`config.mk`:
```
export PLATFORM = sky130hd
export DESIGN_NAME = ahb_slave_if
export DESIGN_NICKNAME = d
export VERILOG_FILES = /design/src/rtl/ahb_slave_if.sv
export SDC_FILE = /design/constraint.sdc
export NUM_CORES = 1
export LEC_CHECK = 0
export CAP_MARGIN = 20
export CORE_AREA = 3 3 93 95
export CTS_CLUSTER_DIAMETER = 50
export DETAILED_ROUTE_END_ITERATION = 10
export DIE_AREA = 0 0 96 98
export PLACE_DENSITY = 0.82
export SETUP_SLACK_MARGIN = 0.1
export SYNTH_ARGS = -nofsm -noshare
export SYNTH_HDL_FRONTEND = slang
export SYNTH_SLANG_ARGS = --single-unit
```
`constraint.sdc`:
```
create_clock -name hclk -period 2.7 [get_ports hclk]
set_input_delay 0.675 -clock hclk [delete_from_list [all_inputs] [get_ports hclk]]
set_output_delay 0.675 -clock hclk [all_outputs]
set_load 0.005 [all_outputs]
```
`src/rtl/ahb_slave_if.sv`:
```
// AHB-Lite slave front end: decodes three 64 MB regions, forwards legal transfers
// to a simple req/ack backend, and returns two-cycle ERROR responses otherwise.
module ahb_slave_if #(
  parameter int unsigned TIMEOUT = 16
) (
  input  logic        hclk,
  input  logic        hreset,
  input  logic        hwrite,
  input  logic        hreadyin,
  input  logic [1:0]  htrans,
  input  logic [2:0]  hsize,
  input  logic [2:0]  hburst,
  input  logic [31:0] haddr,
  input  logic [31:0] hwdata,
  output logic [31:0] hrdata,
  output logic        hreadyout,
  output logic [1:0]  hresp,
  output logic        be_req,
  output logic        be_write,
  output logic [31:0] be_addr,
  output logic [31:0] be_wdata,
  output logic [2:0]  be_sel,
  input  logic        be_ack,
  input  logic [31:0] be_rdata
);

  localparam int unsigned CntW = 8;
  localparam logic [1:0] RespOkay = 2'b00;
  localparam logic [1:0] RespErr  = 2'b01;

  typedef enum logic [1:0] {S_IDLE, S_BUSY, S_ERR1, S_ERR2} state_e;

  state_e            state_q, state_d;
  logic [CntW-1:0]   wait_q, wait_d;
  logic              be_req_q, be_req_d;
  logic              be_write_q, be_write_d;
  logic [31:0]       be_addr_q, be_addr_d;
  logic [2:0]        be_sel_q, be_sel_d;

  logic [2:0] sel_dec;
  logic       size_ok, legal, valid, take, timeout_hit;
  logic       unused_hburst;

  // Burst type is irrelevant: every beat is treated as a single transfer.
  assign unused_hburst = ^hburst;

  // Region and alignment decode of the address phase.
  always_comb begin
    sel_dec = 3'b000;
    case (haddr[31:26])
      6'h20:   sel_dec = 3'b001;
      6'h21:   sel_dec = 3'b010;
      6'h22:   sel_dec = 3'b100;
      default: sel_dec = 3'b000;
    endcase
    size_ok = 1'b0;
    case (hsize)
      3'd0:    size_ok = 1'b1;
      3'd1:    size_ok = ~haddr[0];
      3'd2:    size_ok = (haddr[1:0] == 2'b00);
      default: size_ok = 1'b0;
    endcase
  end

  assign legal       = (sel_dec != 3'b000) && size_ok;
  assign valid       = hreadyin && htrans[1];
  assign timeout_hit = (wait_q == CntW'(TIMEOUT - 1));

  // Next state and data-phase outputs.
  always_comb begin
    state_d    = state_q;
    wait_d     = '0;
    be_req_d   = 1'b0;
    be_write_d = be_write_q;
    be_addr_d  = be_addr_q;
    be_sel_d   = be_sel_q;
    hreadyout  = 1'b1;
    hresp      = RespOkay;
    hrdata     = '0;
    be_wdata   = '0;
    take       = 1'b0;

    case (state_q)
      S_IDLE: begin
        take = 1'b1;
      end
      S_BUSY: begin
        be_wdata  = hwdata;
        hreadyout = be_ack;
        // Acknowledge beats a simultaneous timeout.
        if (be_ack) begin
          if (!be_write_q) hrdata = be_rdata;
          state_d = S_IDLE;
          take    = 1'b1;
        end else if (timeout_hit) begin
          state_d = S_ERR1;
        end else begin
          be_req_d = 1'b1;
          wait_d   = wait_q + 8'd1;
        end
      end
      S_ERR1: begin
        hreadyout = 1'b0;
        hresp     = RespErr;
        state_d   = S_ERR2;
      end
      S_ERR2: begin
        hresp   = RespErr;
        state_d = S_IDLE;
        take    = 1'b1;
      end
      default: state_d = S_IDLE;
    endcase

    if (take && valid) begin
      if (legal) begin
        state_d    = S_BUSY;
        be_req_d   = 1'b1;
        wait_d     = '0;
        be_write_d = hwrite;
        be_addr_d  = haddr;
        be_sel_d   = sel_dec;
      end else begin
        state_d = S_ERR1;
      end
    end
  end

  always_ff @(posedge hclk or posedge hreset) begin
    if (hreset) begin
      state_q    <= S_IDLE;
      wait_q     <= '0;
      be_req_q   <= 1'b0;
      be_write_q <= 1'b0;
      be_addr_q  <= '0;
      be_sel_q   <= 3'b000;
    end else begin
      state_q    <= state_d;
      wait_q     <= wait_d;
      be_req_q   <= be_req_d;
      be_write_q <= be_write_d;
      be_addr_q  <= be_addr_d;
      be_sel_q   <= be_sel_d;
    end
  end

  assign be_req   = be_req_q;
  assign be_write = be_write_q;
  assign be_addr  = be_addr_q;
  assign be_sel   = be_sel_q;

endmodule

```
==> results_dict.tcl, run 1 <==
set metrics [dict create \
    slew_headroom_pct 65.07 \
    leakage_uw 0.002287 \
    gp_congestion 0.8331 \
    syn-num-nets 331 \
    antenna_found_initial 0 \
    rr_startpoint "state_q[1]" \
    powerDensity_nw_per_um2 459.7 \
    synthDistinctLibCells 37 \
    critPathLaunchType "flip-flop" \
    io_buffers 207 \
    row_count 32 \
    grt_setup_unrepaired "no" \
    pin_count 213 \
    synth_most_common_cell "and2_1" \
    die_h_um 98 \
    cpLargestDelayFamily "buffers and inverters" \
    clk_pin_slew_worst_paths_ns 0.08 \
    drt_iter0_drc 111 \
    synth_common_cells "65 x and2_1, 47 x dfrtp_1, 17 x mux2_2" \
    cts-htree-levels 2 \
    yosysWarnings 0 \
    finalSetupViolCount 0 \
    r2r-end "be_addr[12]" \
    hold_path_depth 1 \
    final_nets 555 \
    synth_flop_cell "dfrtp_1" \
    synthTopCellsByArea "dfrtp_1 47%, and2_1 16%, mux2_4 8.9%" \
    critPathCapture "hrdata[5]" \
    crit_buf_inv 4 \
    setup_tns_ns 0 \
    overflow 0 \
    hp-class "flip-flop to flip-flop" \
    numCtsBuffers 5 \
    syn2layout_area_growth_pct 95.53 \
    fin_crit_sh_pct 93.56 \
    ir_worst_vdd_v 0.0002334 \
    grt_max_degree 35 \
    slowest_delay_ns 0.45 \
    end_kind "output port" \
    max_slew.worst_pin.slew_ns 0.5233 \
    synth.avg_cell_area_um2 11.55 \
    dr_total_vias 2406 \
    crit_start "state_q[0]" \
    dp_hpwl_um 7046 \
    cp_data_arrival_time_ns 1.85 \
    worstPathCellList "ha_4 > nand2_2 > nor2_4 > buf_6 > buf_4 > buf_4 > and2_1 > dlygate4sd2_1" \
    path_class "flip-flop to output port" \
    die_w_um 96 \
    synth_top_area_cell "dfrtp_1" \
    drc 0 \
    cp.depth 8 \
    grt_pass1_wl_um 13460 \
    synth_top_cell_area_share_pct 46.72 \
    r2r_slack_ns 0.55 \
    synth_edf_count 0 \
    tritoncts "built" \
    hold_violations 0 \
    root_buffer "clkbuf_8" \
    fin_skew_ns 0.006499 \
    worstPathRequired_ns 2.03 \
    final_util_pct 63.04 \
    routed_via_density 4.415 \
    postRouteAntennaNets 0 \
    grt_usage_pct 18.50 \
    wl_per_cell_um 16.09 \
    worst_path_max_delay_cell "dfrtp_2" \
    coreArea_um2 7807 \
    crit_path_frequent_cell "buf_4" \
    drive_gt1_share_pct 17.16 \
    fin_area_um2 4922 \
    grt_pass1_vias 2618 \
    ys_ff_latch 47 \
    async_flop_share_pct 100.0 \
    status "finished clean" \
    syn_area_um2 2517 \
    fillers 652 \
    antenna_cells 0 \
    first_pass_iters 3 \
    wirelength_um 8769 \
    synth_seq_area_share_pct 46.72 \
    cp_max_fo 5 \
    clock-sinks 47 \
    cts-hold-fix-buffers 0 \
    die_area_um2 9408 \
    post_dp_cell_area_um2 4722 \
    fmax_mhz 395.8 \
    slew_viol_final 0 \
    maxCapViolCount 0 \
    clk_latency_ns 0.29 \
    syn_inst 218 \
    initial_core_util_pct 32.24 \
    rr_worst_depth 7 \
    seqCellArea_um2 1177 \
    multi_input_area_um2 1250 \
    clock_path_buffers 2 \
    period_needed_ns 2.526 \
]
==> cell families (layout without fill, tap and decap cells) <==
logic type / after synthesis / after routing / share of synthesized area, %
AO/OA/AOI/OAI: 11 / 11 / 3.529
XOR/XNOR: 5 / 5 / 1.740
adder cells (fa/ha/maj): 4 / 4 / 1.988
buffers and inverters: 17 / 242 / 4.523
flip-flops: 47 / 47 / 46.72
multiplexers: 32 / 32 / 16.55
other: 1 / 1 / 0.1490
AND/OR/NAND/NOR: 101 / 101 / 24.80
==> worst register-to-register path, stage by stage, from the launching register on <==
cell and delay (ns):
dfrtp_1 0.40, buf_4 0.15, ha_1 0.31, a21oi_2 0.05, nor3_2 0.27, and4_4 0.30, buf_12 0.18, mux2_2 0.36
==> worst min-delay path by stage <==
stage                            from           to  slack, ns
after floorplan             wait_q[0]    wait_q[0]       0.43
after global placement      wait_q[0]    wait_q[0]       0.45
after detailed placement    wait_q[0]    wait_q[0]       0.45
after CTS                   wait_q[0]    wait_q[0]       0.47
after global routing      be_addr[31]  be_addr[31]       0.49
final                       wait_q[0]    wait_q[0]       0.46
==> state kept, by name (all words and copies together), names as in the netlist <==
signal    flops
be_addr      32
be_write      1
wait_q        8
be_sel        3
state_q       2
be_req        1
==> report_power, final <==
group / leakage [uW] / switching [uW] / internal, uW
sequential: 0.000648 / 38.9 / 760
clock: 0.0000505 / 225 / 233
combinational: 0.00159 / 359 / 647
total: 0.00229 / 622 / 1640
==> stage by stage <==
| step | hold WS, ns | power (uW) | cells | worst slack [ns] |
|---|---|---|---|---|
| floorplan | 0.4321 | 1167 | 218 | 0.7321 |
| detailed placement | 0.4550 | 1767 | 525 | -0.2302 |
| finish | 0.4594 | 2263 | 545 | 0.1738 |
| CTS | 0.4663 | 2277 | 545 | 0.1092 |
| global route | 0.4890 | 2416 | 545 | 0.08817 |
| global placement | 0.4473 | 1749 | 525 | -0.2114 |
==> cells in the final DEF, fill, tap and decap left out, types with 2 or more instances in the layout <==
cell type / netlist / layout
a211oi_1: 3 / 3
a21oi_1: 3 / 3
and2_1: 65 / 65
buf_12: 1 / 2
buf_4: 3 / 14
buf_6: 0 / 6
clkbuf_8: 0 / 7
clkdlybuf4s50_1: 0 / 174
dfrtp_1: 47 / 46
dlygate4sd2_1: 0 / 32
ha_1: 4 / 3
inv_1: 5 / 3
inv_2: 0 / 2
mux2_2: 17 / 17
mux2_4: 15 / 15
nand2_1: 5 / 4
nor2_1: 4 / 3
nor2b_1: 4 / 4
nor3_1: 7 / 7
nor3b_1: 2 / 2
or2_2: 2 / 2
or2b_1: 2 / 2
xnor2_1: 2 / 2
xor2_1: 3 / 3
==> cell type report <==
type                            count  area share [%]
Clock buffer                        7           1.957
Clock inverter                      1          0.1525
Inverter                            5          0.3813
Multi-Input combinational cell    154           25.39
Sequential cell                    47           23.92
Tap cell                          102           2.593
Timing Repair Buffer              229           45.60
==> timing repair <==
action / in CTS / in global routing
cloned: 3 / 0
resized for setup: 44 / 5
pin swaps: 1 / 1
setup endpoints to repair: 33 / 47
setup buffers: 9 / 0
==> layer usage <==
metal / track usage (%) / vias up / part of all wire [%]
li1: - / 1167 / -
met1: 18.84 / 1099 / 34
met2: 32.61 / 126 / 51
met3: 8.243 / 14 / 12
met4: 6.893 / 0 / 3.0
met5: 0 / - / 0
Note: power is estimated with default switching activity, not from simulation.
==> inputs of run 2 (changes only) <==
--- a/config.mk
+++ b/config.mk
@@ -5,7 +5,6 @@
 export SDC_FILE = /design/constraint.sdc
 export NUM_CORES = 1
 export LEC_CHECK = 0
-export CAP_MARGIN = 20
 export CORE_AREA = 3 3 93 95
 export CTS_CLUSTER_DIAMETER = 50
 export DETAILED_ROUTE_END_ITERATION = 10
==> results of run 2 <==
The final DEF is identical to that of run 1; final timing and power are the same.
==> inputs of run 3 (changes only) <==
==> config.mk (replaced) <==
export PLATFORM = sky130hd
export DESIGN_NAME = ahb_slave_if
export DESIGN_NICKNAME = d
export VERILOG_FILES = /design/src/rtl/ahb_slave_if.sv
export SDC_FILE = /design/constraint.sdc
export NUM_CORES = 1
export LEC_CHECK = 0
export CORE_AREA = 3 3 104 86
export CTS_CLUSTER_DIAMETER = 50
export DETAILED_ROUTE_END_ITERATION = 10
export DIE_AREA = 0 0 107 89
export PLACE_DENSITY = 0.82
export SETUP_SLACK_MARGIN = 0.5
export SKIP_CTS_REPAIR_TIMING = 1
export SYNTH_ARGS = -nofsm -noshare
export SYNTH_HDL_FRONTEND = slang
export SYNTH_SLANG_ARGS = --single-unit
==> run 3 against run 2 <==
Fmax decreased by 0.68%. Clock-buffer cell count decreased by 2. Total power is 5.4% higher. Worst hold slack better by 0.017 ns. Sequential cell count unchanged. Largest power group unchanged. Highest routed layer unchanged.
==> results_dict.tcl, run 3 (synthesized netlist as in run 1, its figures left out) <==
set metrics [dict create \
    status "finished clean" \
    maxCapViolCount 0 \
    ir_worst_vdd_v 0.0002021 \
    final_nets 562 \
    initial_core_util_pct 31.68 \
    path_class "flip-flop to output port" \
    hold_violations 0 \
    cp_max_fo 4 \
    slew_viol_final 0 \
    powerDensity_nw_per_um2 456.1 \
    clk_pin_slew_worst_paths_ns 0.09 \
    pin_count 213 \
    overflow 0 \
    dp_hpwl_um 6867 \
    cts-htree-levels 2 \
    largest_register_ffs 32 \
    wl_per_cell_um 17.52 \
    numCtsBuffers 5 \
    hp-class "flip-flop to flip-flop" \
    drive_gt1_share_pct 28.29 \
    first_pass_iters 4 \
    grt_max_degree 35 \
    drt_iter0_drc 47 \
    finalWorstSetupSlack_ns 0.1564 \
    clock_path_buffers 2 \
    grt_usage_pct 16.03 \
    mostFrequentLayoutCells "170 x clkdlybuf4s50_1, 47 x and2_1, 47 x dfrtp_1" \
    fin_skew_ns 0.01237 \
    final_common_cell "clkdlybuf4s50_1" \
    clk_latency_ns 0.30 \
    fillers 575 \
    wirelength_um 9756 \
    p_total_uw 2386 \
    die_area_um2 9523 \
    end_kind "output port" \
    r2r_slack_ns 0.58 \
    gp_congestion 0.8004 \
    fin_area_um2 5231 \
    routed_via_density 4.411 \
    post_dp_cell_area_um2 4730 \
    syn2layout_area_growth_pct 107.8 \
    root_buffer "clkbuf_8" \
    fin_crit_sh_pct 94.21 \
    antenna_cells 0 \
    grt_pass1_vias 2324 \
    critPathLaunchType "flip-flop" \
    worstPathRequired_ns 2.03 \
    die_w_um 107 \
    tritoncts "built" \
    period_needed_ns 2.544 \
    timing.hold.ws_ns 0.4766 \
    leakage_uw 0.002480 \
    io_buffers 207 \
    dr_total_vias 2457 \
    postRouteAntennaNets 0 \
    max_slew.worst_pin.slew_ns 0.5392 \
    clock-sinks 47 \
    antenna_found_initial 0 \
    coreArea_um2 7946 \
    grt_setup_unrepaired "yes" \
    final_util_pct 65.83 \
    slew_headroom_pct 64.00 \
    fmax_mhz 393.1 \
    grt_pass1_wl_um 12220 \
    drc 0 \
    row_count 29 \
    cp_data_arrival_time_ns 1.87 \
    die_h_um 89 \
    finalSetupViolCount 0 \
    dpl_worst_slack_ns -0.2283 \
]
==> run 3: cell count changes in the layout (fill, tap and decap cells not counted), sizes merged, moves of 2 or more <==
cell | before | now
dlygate4sd2 | 32 | 0
buf | 22 | 48
dlymetal6s2s | 0 | 12
clkbuf | 7 | 11
clkdlybuf4s50 | 174 | 170
clkinv | 0 | 2
==> run 3: power by group <==
part	internal, uW	switching, uW
logic	761	415
clock network	177	232
registers	759	41.4
total	1700	689
==> run 3: critical path, cell delays in order (launching register included) <==
cell       delay [ns]
dfrtp_1          0.43
inv_2            0.09
ha_4             0.15
nand2_4          0.06
nor2_4           0.19
buf_6            0.13
clkbuf_16        0.11
buf_6            0.09
buf_6            0.09
and2_4           0.13
buf_6            0.09
==> run 3: cell type report <==
type,count,area [um^2],area share (%)
clock buffer,5,68.82,1.315
clock inverter,2,13.76,0.2631
inverter,5,18.77,0.3588
multi-input combinational,154,1363,26.05
sequential,47,1176,22.48
tap,108,135.1,2.583
timing repair buffer,236,2456,46.95
==> run 3: worst paths after layout <==
path,endpoint,start,depth (start not counted)
worst min register to register,wait_q[0],wait_q[0],1
worst min-delay path,wait_q[0],wait_q[0],1
min in group asynchronous,be_sel[1],hreset,2
worst max-delay path,hrdata[16],state_q[1],10
worst max register to register,be_addr[2],state_q[1],8
max in group asynchronous,state_q[0],hreset,3
==> run 3: layer usage <==
metal	GRT usage (%)	part of all wire [%]	routed length (um)
met1	20.68	39	3819
met2	27.83	53	5198
met3	4.116	6.4	627
met4	2.787	1.1	110
met5	0	0	0
==> run 3: metrics by stage <==
step / TNS, ns / std cells
2_1_floorplan: 0 / 218
3_3_place_gp: -5.530 / 531
3_5_place_dp: -6.127 / 531
4_1_cts: -6.135 / 538
5_1_grt: 0 / 557
6_report: 0 / 557
